**src/rtl/sync_fifo_prog.sv**
```systemverilog
// Synchronous FIFO with programmable almost-full/almost-empty thresholds and sticky error flags.
// Define FIFO_FWFT_EN for first-word-fall-through reads; the default build uses a registered read port.
module sync_fifo_prog #(
  parameter int DATA_WIDTH = 8,
  parameter int DEPTH      = 16,
  parameter int ADDR_SIZE  = 4,
  parameter int AF_LEVEL   = 12,
  parameter int AE_LEVEL   = 4
) (
  input  logic                  clk_i,
  input  logic                  rst_ni,
  input  logic                  flush_i,
  input  logic                  wr_en_i,
  input  logic [DATA_WIDTH-1:0] wr_data_i,
  input  logic                  rd_en_i,
  output logic [DATA_WIDTH-1:0] rd_data_o,
  output logic                  rd_valid_o,
  output logic                  full_o,
  output logic                  empty_o,
  output logic                  almost_full_o,
  output logic                  almost_empty_o,
  output logic [ADDR_SIZE:0]    count_o,
  output logic                  overflow_o,
  output logic                  underflow_o
);

  localparam logic [ADDR_SIZE:0]   FULL_CNT = (ADDR_SIZE+1)'(DEPTH);
  localparam logic [ADDR_SIZE:0]   AF_CNT   = (ADDR_SIZE+1)'(AF_LEVEL);
  localparam logic [ADDR_SIZE:0]   AE_CNT   = (ADDR_SIZE+1)'(AE_LEVEL);
  localparam logic [ADDR_SIZE-1:0] PTR_ONE  = ADDR_SIZE'(1);
  localparam logic [ADDR_SIZE:0]   CNT_ONE  = (ADDR_SIZE+1)'(1);

  logic [DATA_WIDTH-1:0] mem_q [DEPTH];
  logic [ADDR_SIZE-1:0]  wr_ptr_q, wr_ptr_d;
  logic [ADDR_SIZE-1:0]  rd_ptr_q, rd_ptr_d;
  logic [ADDR_SIZE:0]    count_q, count_d;
  logic                  overflow_q, overflow_d;
  logic                  underflow_q, underflow_d;
  logic                  wr_fire, rd_fire;

  // Status flags decode straight from the registered occupancy, so they never glitch on inputs.
  assign full_o         = (count_q == FULL_CNT);
  assign empty_o        = (count_q == '0);
  assign almost_full_o  = (count_q >= AF_CNT);
  assign almost_empty_o = (count_q <= AE_CNT);
  assign count_o        = count_q;
  assign overflow_o     = overflow_q;
  assign underflow_o    = underflow_q;

  assign wr_fire = wr_en_i & ~full_o  & ~flush_i;
  assign rd_fire = rd_en_i & ~empty_o & ~flush_i;

  always_comb begin
    // NOTE: every output of this block gets a default first so no latch can be inferred.
    wr_ptr_d    = wr_ptr_q;
    rd_ptr_d    = rd_ptr_q;
    count_d     = count_q;
    overflow_d  = overflow_q  | (wr_en_i & full_o  & ~flush_i);
    underflow_d = underflow_q | (rd_en_i & empty_o & ~flush_i);
    if (flush_i) begin
      wr_ptr_d = '0;
      rd_ptr_d = '0;
      count_d  = '0;
    end else begin
      if (wr_fire) wr_ptr_d = wr_ptr_q + PTR_ONE;
      if (rd_fire) rd_ptr_d = rd_ptr_q + PTR_ONE;
      unique case ({wr_fire, rd_fire})
        2'b10:   count_d = count_q + CNT_ONE;
        2'b01:   count_d = count_q - CNT_ONE;
        default: count_d = count_q;
      endcase
    end
  end

  always_ff @(posedge clk_i or negedge rst_ni) begin
    // NOTE: sequential state is updated with non-blocking assignments only.
    if (!rst_ni) begin
      wr_ptr_q    <= '0;
      rd_ptr_q    <= '0;
      count_q     <= '0;
      overflow_q  <= 1'b0;
      underflow_q <= 1'b0;
    end else begin
      wr_ptr_q    <= wr_ptr_d;
      rd_ptr_q    <= rd_ptr_d;
      count_q     <= count_d;
      overflow_q  <= overflow_d;
      underflow_q <= underflow_d;
    end
  end

  // NOTE: the storage array has no reset; occupancy and pointers alone decide what is valid.
  always_ff @(posedge clk_i) begin
    if (wr_fire) mem_q[wr_ptr_q] <= wr_data_i;
  end

`ifdef FIFO_FWFT_EN
  assign rd_data_o  = mem_q[rd_ptr_q];
  assign rd_valid_o = ~empty_o;
`else
  logic [DATA_WIDTH-1:0] rd_data_q, rd_data_d;
  logic                  rd_valid_q, rd_valid_d;

  always_comb begin
    rd_data_d  = rd_fire ? mem_q[rd_ptr_q] : rd_data_q;
    rd_valid_d = rd_fire;
  end

  always_ff @(posedge clk_i or negedge rst_ni) begin
    if (!rst_ni) begin
      rd_data_q  <= '0;
      rd_valid_q <= 1'b0;
    end else begin
      rd_data_q  <= rd_data_d;
      rd_valid_q <= rd_valid_d;
    end
  end

  assign rd_data_o  = rd_data_q;
  assign rd_valid_o = rd_valid_q;
`endif

endmodule

```
**config.mk**
```make
export PLATFORM = sky130hd
export DESIGN_NAME = sync_fifo_prog
export DESIGN_NICKNAME = d
export VERILOG_FILES = /design/src/rtl/sync_fifo_prog.sv
export SDC_FILE = /design/constraint.sdc
export NUM_CORES = 1
export LEC_CHECK = 0
export BUFFER_PORTS_ARGS = -buffer_cell sky130_fd_sc_hd__clkbuf_2
export CORE_MARGIN = 2
export CORE_UTILIZATION = 50
export DETAILED_ROUTE_END_ITERATION = 8
export GPL_TIMING_DRIVEN = 0
export PLACE_DENSITY_LB_ADDON = 0.2
export SLEW_MARGIN = 15
export SYNTH_ARGS = -nofsm -noshare
export SYNTH_HDL_FRONTEND = slang
export SYNTH_SLANG_ARGS = --single-unit
export TNS_END_PERCENT = 20
```
**constraint.sdc**
```tcl
create_clock -name clk_i -period 4.2 [get_ports clk_i]
set_input_delay 0.84 -clock clk_i [delete_from_list [all_inputs] [get_ports clk_i]]
set_output_delay 0.84 -clock clk_i [all_outputs]
set_load 0.01 [all_outputs]
```
==> impl_metrics.prom, run 1 <==
# TYPE chip_impl_metric gauge
chip_impl_info{name="status",value="complete, no violations"} 1
chip_impl_metric{name="drtIter0Drc",unit=""} 389
chip_impl_info{name="layout.cells.most_common",value="sky130_fd_sc_hd__edfxtp_1"} 1
chip_impl_metric{name="count_of_fill_cells_added_during_filler_insertion",unit=""} 940
chip_impl_metric{name="yosysTopAreaCellShare",unit="%"} 61.40
chip_impl_metric{name="drt_wl_total",unit="um"} 12420
chip_impl_metric{name="postSynthRegisterBits",unit=""} 152
chip_impl_metric{name="syn-num-nets",unit=""} 391
chip_impl_metric{name="detailroute.via_count",unit=""} 3404
chip_impl_metric{name="netlist-cell-type-count",unit=""} 43
chip_impl_info{name="synthDominantAreaCellType",value="sky130_fd_sc_hd__edfxtp_1"} 1
chip_impl_metric{name="cp.required",unit="ps"} 4500
chip_impl_metric{name="syn_warnings",unit=""} 0
chip_impl_metric{name="hold_ws",unit="ps"} 429.2
chip_impl_metric{name="worst_ir_drop_vdd",unit="mV"} 0.2856
chip_impl_metric{name="postLayoutCoreUtil",unit="%"} 59.86
chip_impl_metric{name="die_w",unit="um"} 115.9
chip_impl_metric{name="global_route.overflow_total",unit=""} 0
chip_impl_info{name="grt_setup_unrepaired",value="false"} 1
chip_impl_metric{name="grt_max_degree",unit=""} 25
chip_impl_metric{name="final_nets",unit=""} 442
chip_impl_metric{name="cts_htree_levels",unit=""} 4
chip_impl_metric{name="seq_total_area_yosys",unit="%"} 71.00
chip_impl_metric{name="netlist_instances",unit=""} 371
chip_impl_info{name="synth.top_cells.by_area",value="sky130_fd_sc_hd__edfxtp_1 (61%), sky130_fd_sc_hd__mux4_2 (12%), sky130_fd_sc_hd__dfrtp_1 (9.6%), sky130_fd_sc_hd__nand2_1 (2.4%), sky130_fd_sc_hd__a31oi_1 (1.5%)"} 1
chip_impl_metric{name="layout_setup_ws",unit="ps"} 1313
chip_impl_metric{name="post_cts_resized",unit=""} 0
chip_impl_metric{name="slew_violations",unit=""} 0
chip_impl_info{name="worstHoldPathType",value="in2async"} 1
chip_impl_metric{name="grt_pass1_vias",unit=""} 3424
chip_impl_metric{name="critical_path_peak_fanout",unit=""} 10
chip_impl_metric{name="power.density",unit="nW/um^2"} 578.2
chip_impl_metric{name="finalWorstPathRequiredPeriod",unit="ps"} 2887
chip_impl_metric{name="drc",unit=""} 0
chip_impl_metric{name="timing.reg2reg.worst_path_depth",unit=""} 11
chip_impl_metric{name="numPortBuffers",unit=""} 32
chip_impl_metric{name="track_usage",unit="%"} 20.12
chip_impl_info{name="cts_tree",value="built"} 1
chip_impl_metric{name="place.gp.congestion",unit=""} 0.8018
chip_impl_metric{name="worst_slew_margin_rel",unit="%"} 45.78
chip_impl_metric{name="worst_skew_pair.late_latency",unit="ps"} 420
chip_impl_info{name="most_frequent_cells_in_the_layout",value="sky130_fd_sc_hd__edfxtp_1 (128), sky130_fd_sc_hd__nand2_1 (40), sky130_fd_sc_hd__mux4_2 (32), sky130_fd_sc_hd__clkbuf_2 (32), sky130_fd_sc_hd__dfrtp_1 (24)"} 1
chip_impl_metric{name="tritoncts.num_buffers",unit=""} 17
chip_impl_metric{name="post_cts.repair.setup_buffers",unit=""} 0
chip_impl_metric{name="routed_wire_length_per_instance",unit="um"} 20.59
chip_impl_metric{name="placementRows",unit=""} 40
chip_impl_metric{name="clock-skew-final",unit="ps"} 10.94
chip_impl_metric{name="layout-area-overhead-vs-synth",unit="%"} 15.81
chip_impl_metric{name="post_route_cells_drive_above_1_share",unit="%"} 27.36
chip_impl_info{name="timing.critical_path.from_type",value="register"} 1
chip_impl_metric{name="final_antenna_net_count",unit=""} 0
chip_impl_metric{name="antenna_cells_inserted",unit=""} 0
chip_impl_metric{name="syn_area_per_cell",unit="um^2"} 16.87
chip_impl_metric{name="placement.setup.worst_slack",unit="ps"} 1307
chip_impl_metric{name="routed_via_density",unit=""} 5.645
chip_impl_metric{name="ctsLongestPathBuffers",unit=""} 2
chip_impl_metric{name="critPathArrivalTime",unit="ps"} 3180
chip_impl_metric{name="finalCritPeriodShare",unit="%"} 68.75
chip_impl_metric{name="cap_viol_max_count",unit=""} 0
chip_impl_metric{name="io_pins",unit=""} 33
chip_impl_metric{name="mappedNetlistArea",unit="um^2"} 6260
chip_impl_metric{name="grt_antenna_before_repair",unit=""} 0
chip_impl_metric{name="firstDrtPassIters",unit=""} 5
chip_impl_metric{name="timing.final.setup_violations",unit=""} 0
chip_impl_metric{name="hold_viol_final",unit=""} 0
chip_impl_metric{name="fmax",unit="MHz"} 346.3
chip_impl_metric{name="design.die.area",unit="um^2"} 13430
chip_impl_metric{name="slew_of_the_pin_with_the_lowest_slew_margin",unit="ps"} 810.3
chip_impl_metric{name="synth-edff-count",unit=""} 128
chip_impl_metric{name="grt_pass1_wl",unit="um"} 19140
chip_impl_info{name="setup.worst_path.class",value="reg2reg"} 1
chip_impl_metric{name="holdBufCountCts",unit=""} 0
chip_impl_metric{name="clk_pin_slew",unit="ps"} 60
chip_impl_info{name="synth-main-ff-cell",value="sky130_fd_sc_hd__edfxtp_1"} 1
chip_impl_info{name="clk_root_buffer_cell",value="sky130_fd_sc_hd__clkbuf_16"} 1
chip_impl_metric{name="floorplan.core_area",unit="um^2"} 12110
chip_impl_metric{name="cts_sinks",unit=""} 152
chip_impl_info{name="critical_path.endpoint_type",value="register"} 1
chip_impl_metric{name="synthArstFlopShare",unit="%"} 15.79
chip_impl_metric{name="die_height",unit="um"} 115.9
chip_impl_metric{name="start_util",unit="%"} 51.68
chip_impl_metric{name="finalSetupTns",unit="ps"} 0
chip_impl_metric{name="total_leakage_power",unit="nW"} 2.538
chip_impl_metric{name="place.detailed.hpwl",unit="um"} 8181
where the power goes:
| part | internal [mW] | switching, mW | total, mW | leakage (nW) |
|---|---|---|---|---|
| Combinational | 0.396 | 0.477 | 0.873 | 0.791 |
| Clock | 0.935 | 0.603 | 1.54 | 0.286 |
| Sequential | 1.72 | 0.0576 | 1.78 | 1.46 |
layer usage:
| layer | up-vias | GRT usage, % | share of wire, % | wire (um) |
|---|---|---|---|---|
| met3 | 20 | 5.178 | 5.6 | 698 |
| met2 | 118 | 31.46 | 48 | 5980 |
| met1 | 1724 | 27.85 | 44 | 5515 |
| met5 | - | 0 | 0 | 0 |
| met4 | 0 | 7.063 | 1.8 | 221 |
| li1 | 1542 | - | - | - |
worst paths after layout:
path / startpoint / end / slack, ps
min: rst_ni / count_o[2]$_DFFE_PN0P_ / 430
max reg2reg: count_o[1]$_DFFE_PN0P_ / count_o[4]$_DFFE_PN0P_ / 1310
max: count_o[1]$_DFFE_PN0P_ / count_o[4]$_DFFE_PN0P_ / 1310
min in group clk_i: underflow_o$_DFF_PN0_ / underflow_o$_DFF_PN0_ / 460
max in group asynchronous: rst_ni / wr_ptr_q[0]$_DFFE_PN0P_ / 3340
min reg2reg: underflow_o$_DFF_PN0_ / underflow_o$_DFF_PN0_ / 460
cell families (layout without fill, tap and decap cells):
logic type,count (synthesis),count (layout),share of synthesized area (%)
DFF,152,152,71.00
and+or+nand+nor,88,88,6.316
AOI/OAI and AO/OA,48,48,4.837
muxes,40,40,13.05
buffers and inverters,29,93,2.418
adders and majority gates,7,7,1.399
xor gates and xnor gates,7,7,0.9794
cell type report:
type	count	area, um^2	area share (%)
flip-flops and latches	152	4444	61.30
multi-input cells	190	1684	23.23
clock buffers	17	425.4	5.868
well taps	168	210.2	2.900
clock inverters	15	173.9	2.399
repair buffers	32	160.2	2.209
plain buffers	22	125.1	1.726
inverters	7	26.28	0.3624
registers in the layout, indices dropped and copies added (netlist names):
name / flops
count_o: 5
overflow_o: 1
rd_ptr_q: 4
rd_valid_o: 1
underflow_o: 1
mem_q: 128
wr_ptr_q: 4
rd_data_o: 8
cells in the mapped netlist, drive strengths merged (2+ instances only):
cell type / count
ha: 7
buf: 16
a21oi: 15
edfxtp: 128
xor2: 3
nor3: 7
nand2b: 5
o21ai: 7
mux2: 3
or3: 3
o41ai: 2
nor2: 22
dfrtp: 24
a31oi: 15
nand2: 40
clkbuf: 6
xnor2: 4
mux4: 32
nand3: 4
mux2i: 5
inv: 7
through the flow:
step / total power [mW] / area, um^2 / instances
2_1_floorplan: 2.411 / 6260 / 371
3_3_place_gp: 2.664 / 6630 / 571
3_5_place_dp: 2.687 / 6650 / 571
4_1_cts: 4.221 / 7249 / 603
5_1_grt: 4.362 / 7249 / 603
6_report: 4.192 / 7249 / 603
worst max-delay path, cell delays in order, from the launching register on:
cell and delay (ps):
sky130_fd_sc_hd__dfrtp_1 410, sky130_fd_sc_hd__buf_6 150, sky130_fd_sc_hd__or4_4 560, sky130_fd_sc_hd__o211a_1 230, sky130_fd_sc_hd__buf_6 130, sky130_fd_sc_hd__xor2_1 140, sky130_fd_sc_hd__ha_1 240, sky130_fd_sc_hd__o31ai_1 220
sky130_fd_sc_hd__nand2b_1 80, sky130_fd_sc_hd__mux2i_1 240, sky130_fd_sc_hd__a311oi_1 140, sky130_fd_sc_hd__a31o_1 210
No activity file was read; power rests on OpenSTA's default activity.
==> run 2, diff against run 1 <==
==> constraint.sdc (replaced) <==
create_clock -name clk_i -period 2.74 [get_ports clk_i]
set_input_delay 0.548 -clock clk_i [delete_from_list [all_inputs] [get_ports clk_i]]
set_output_delay 0.548 -clock clk_i [all_outputs]
set_load 0.01 [all_outputs]
==> impl_metrics.prom, run 2 (synthesis results as in run 1) <==
# TYPE chip_impl_metric gauge
chip_impl_metric{name="global_route.overflow_total",unit=""} 0
chip_impl_metric{name="critical_path.max_stage_delay",unit="ps"} 530
chip_impl_metric{name="total_leakage_power",unit="nW"} 2.588
chip_impl_info{name="critical-path-top-cell-by-count",value="sky130_fd_sc_hd__buf_6"} 1
chip_impl_metric{name="grt_pass1_vias",unit=""} 3455
chip_impl_metric{name="power.density",unit="nW/um^2"} 889.7
chip_impl_metric{name="timing.final.setup_violations",unit=""} 0
chip_impl_info{name="clk_root_buffer_cell",value="sky130_fd_sc_hd__clkbuf_16"} 1
chip_impl_info{name="critical_path.reg2reg.startpoint",value="count_o[1]$_DFFE_PN0P_"} 1
chip_impl_metric{name="finalSetupTns",unit="ps"} 0
chip_impl_metric{name="count_of_fill_cells_added_during_filler_insertion",unit=""} 932
chip_impl_metric{name="worst_slew_margin_rel",unit="%"} 45.82
chip_impl_metric{name="place.gp.congestion",unit=""} 0.8018
chip_impl_info{name="setup.worst_path.class",value="reg2reg"} 1
chip_impl_metric{name="grt_pass1_wl",unit="um"} 19200
chip_impl_metric{name="start_util",unit="%"} 51.68
chip_impl_metric{name="worst_ir_drop_vdd",unit="mV"} 0.4368
chip_impl_metric{name="finalCritPeriodShare",unit="%"} 98.36
chip_impl_metric{name="drc",unit=""} 0
chip_impl_info{name="most_frequent_cells_in_the_layout",value="sky130_fd_sc_hd__edfxtp_1 (128), sky130_fd_sc_hd__nand2_1 (40), sky130_fd_sc_hd__mux4_2 (32), sky130_fd_sc_hd__clkbuf_2 (32), sky130_fd_sc_hd__dfrtp_1 (24)"} 1
chip_impl_metric{name="routed_wire_length_per_instance",unit="um"} 20.51
chip_impl_metric{name="clk_pin_slew",unit="ps"} 60
chip_impl_metric{name="placement.cell_area",unit="um^2"} 6650
chip_impl_metric{name="grt_antenna_before_repair",unit=""} 0
chip_impl_metric{name="finalInstanceArea",unit="um^2"} 7336
chip_impl_info{name="worstHoldPathType",value="in2async"} 1
chip_impl_metric{name="placementRows",unit=""} 40
chip_impl_metric{name="grt_max_degree",unit=""} 25
chip_impl_metric{name="layout-area-overhead-vs-synth",unit="%"} 17.19
chip_impl_metric{name="cts_htree_levels",unit=""} 4
chip_impl_metric{name="antenna_cells_inserted",unit=""} 0
chip_impl_metric{name="critPathArrivalTime",unit="ps"} 2990
chip_impl_metric{name="hold_ws",unit="ps"} 135.5
chip_impl_metric{name="cp.required",unit="ps"} 3040
chip_impl_metric{name="track_usage",unit="%"} 20.17
chip_impl_metric{name="die_w",unit="um"} 115.9
chip_impl_metric{name="tritoncts.num_buffers",unit=""} 17
chip_impl_metric{name="finalWorstPathRequiredPeriod",unit="ps"} 2695
chip_impl_metric{name="io_pins",unit=""} 33
chip_impl_info{name="registers.top_by_ff_count",value="mem_q"} 1
chip_impl_metric{name="place.detailed.hpwl",unit="um"} 8181
chip_impl_metric{name="final_nets",unit=""} 452
chip_impl_info{name="layout.cells.most_common",value="sky130_fd_sc_hd__edfxtp_1"} 1
chip_impl_info{name="crit_start",value="count_o[1]$_DFFE_PN0P_"} 1
chip_impl_info{name="grt_setup_unrepaired",value="true"} 1
chip_impl_info{name="timing.critical_path.from_type",value="register"} 1
chip_impl_metric{name="firstDrtPassIters",unit=""} 5
chip_impl_metric{name="ff2ff_setup_slack",unit="ps"} 40
chip_impl_metric{name="numPortBuffers",unit=""} 32
chip_impl_metric{name="critical_path_peak_fanout",unit=""} 5
chip_impl_metric{name="die_height",unit="um"} 115.9
chip_impl_metric{name="detailroute.via_count",unit=""} 3431
chip_impl_metric{name="design.die.area",unit="um^2"} 13430
chip_impl_metric{name="slew_of_the_pin_with_the_lowest_slew_margin",unit="ps"} 809.8
chip_impl_metric{name="postLayoutCoreUtil",unit="%"} 60.57
chip_impl_metric{name="worst_skew_pair.late_latency",unit="ps"} 420
chip_impl_metric{name="drt_wl_total",unit="um"} 12570
chip_impl_info{name="critical_path.endpoint_type",value="register"} 1
chip_impl_metric{name="post_route_cells_drive_above_1_share",unit="%"} 29.66
chip_impl_metric{name="fmax",unit="MHz"} 371.1
chip_impl_metric{name="hold_viol_final",unit=""} 0
chip_impl_metric{name="drtIter0Drc",unit=""} 431
chip_impl_metric{name="ctsLongestPathBuffers",unit=""} 2
chip_impl_metric{name="total_power",unit="mW"} 6.527
chip_impl_metric{name="max_reg_flops",unit=""} 128
chip_impl_metric{name="cap_viol_max_count",unit=""} 0
chip_impl_metric{name="timing.reg2reg.worst_path_depth",unit=""} 11
chip_impl_info{name="critical_path_end",value="count_o[4]$_DFFE_PN0P_"} 1
chip_impl_info{name="worst_r2r_endpoint",value="count_o[4]$_DFFE_PN0P_"} 1
chip_impl_metric{name="cts_sinks",unit=""} 152
chip_impl_info{name="crit_path_top_delay_cell",value="sky130_fd_sc_hd__or4_4"} 1
chip_impl_info{name="status",value="complete, no violations"} 1
chip_impl_metric{name="slew_violations",unit=""} 0
chip_impl_metric{name="final_antenna_net_count",unit=""} 0
chip_impl_metric{name="routed_via_density",unit=""} 5.597
chip_impl_metric{name="floorplan.core_area",unit="um^2"} 12110
chip_impl_metric{name="clock-skew-final",unit="ps"} 11.01
chip_impl_info{name="cts_tree",value="built"} 1
chip_impl_info{name="timing.critical_path.cells",value="buf_6 > or4_4 > o211a_1 > buf_6 > xor2_1 > ha_2 > o31ai_2 > nand2b_1 > mux2i_2 > a311oi_1 > a31o_1"} 1
==> run 2: changes by cell type in the layout (fill, tap and decap cells not counted) <==
cell,change
sky130_fd_sc_hd__mux2i_2,+1
sky130_fd_sc_hd__buf_4,+10
sky130_fd_sc_hd__mux2i_1,-1
sky130_fd_sc_hd__o31ai_2,+1
sky130_fd_sc_hd__ha_2,+1
sky130_fd_sc_hd__o31ai_1,-1
sky130_fd_sc_hd__ha_1,-1
==> run 2: worst min path at each step <==
| stage | from | endpoint | slack [ps] | depth (start not counted) |
|---|---|---|---|---|
| CTS | rst_ni | count_o[2]$_DFFE_PN0P_ | 150 | 1 |
| detailed placement | underflow_o$_DFF_PN0_ | underflow_o$_DFF_PN0_ | 460 | 1 |
| global route | rst_ni | count_o[2]$_DFFE_PN0P_ | 190 | 1 |
| floorplan | rst_ni | count_o[0]$_DFFE_PN0P_ | 250 | 0 |
| finish | rst_ni | count_o[2]$_DFFE_PN0P_ | 140 | 1 |
| global placement | underflow_o$_DFF_PN0_ | underflow_o$_DFF_PN0_ | 440 | 1 |
==> run 2: power by group <==
part,internal (mW),switching (mW),total (mW)
clock network,1.43,0.929,2.36
registers,2.64,0.0860,2.73
logic,0.679,0.759,1.44
==> run 2: layout make-up <==
class                      instances  area, um^2  area share [%]
sequential                       152        4444           60.58
multi-input combinational        190        1695           23.11
clock buffer                      17       425.4           5.799
timing repair buffer              42       235.2           3.207
tap                              168       210.2           2.865
clock inverter                    15       173.9           2.371
buffer                            22       125.1           1.706
inverter                           7       26.28          0.3582
==> run 2: critical path, delay by kind of cell (launching register included) <==
family                   cells  cell delay, ps
AO/OA/AOI/OAI                4             750
XOR/XNOR                     1             140
adder cells (fa/ha/maj)      1             190
buffers and inverters        2             260
flip-flops                   1             390
multiplexers                 1             200
AND/OR/NAND/NOR              2             630
==> run 2: per-stage QoR <==
step,cells,setup WS (ps)
2_1_floorplan,371,81.69
3_3_place_gp,571,-231.5
3_5_place_dp,571,-110.5
4_1_cts,606,9.243
5_1_grt,613,-16.67
6_report,613,44.98
==> run 2: routing by layer <==
metal  vias up  wire length, um  global-route usage (%)
met5         -                0                       0
met4         0              259                   7.063
met3        22              695                   5.178
met2       108             6042                   31.70
met1      1735             5574                   27.79
li1       1566                -                       -
==> run 2: what timing repair did <==
action	CTS	global route
hold buffers	0	0
buffers inserted	3	7
endpoints found under the setup margin	1	2
pin swaps	3	4
gates cloned	0	0
gates resized for setup	3	0
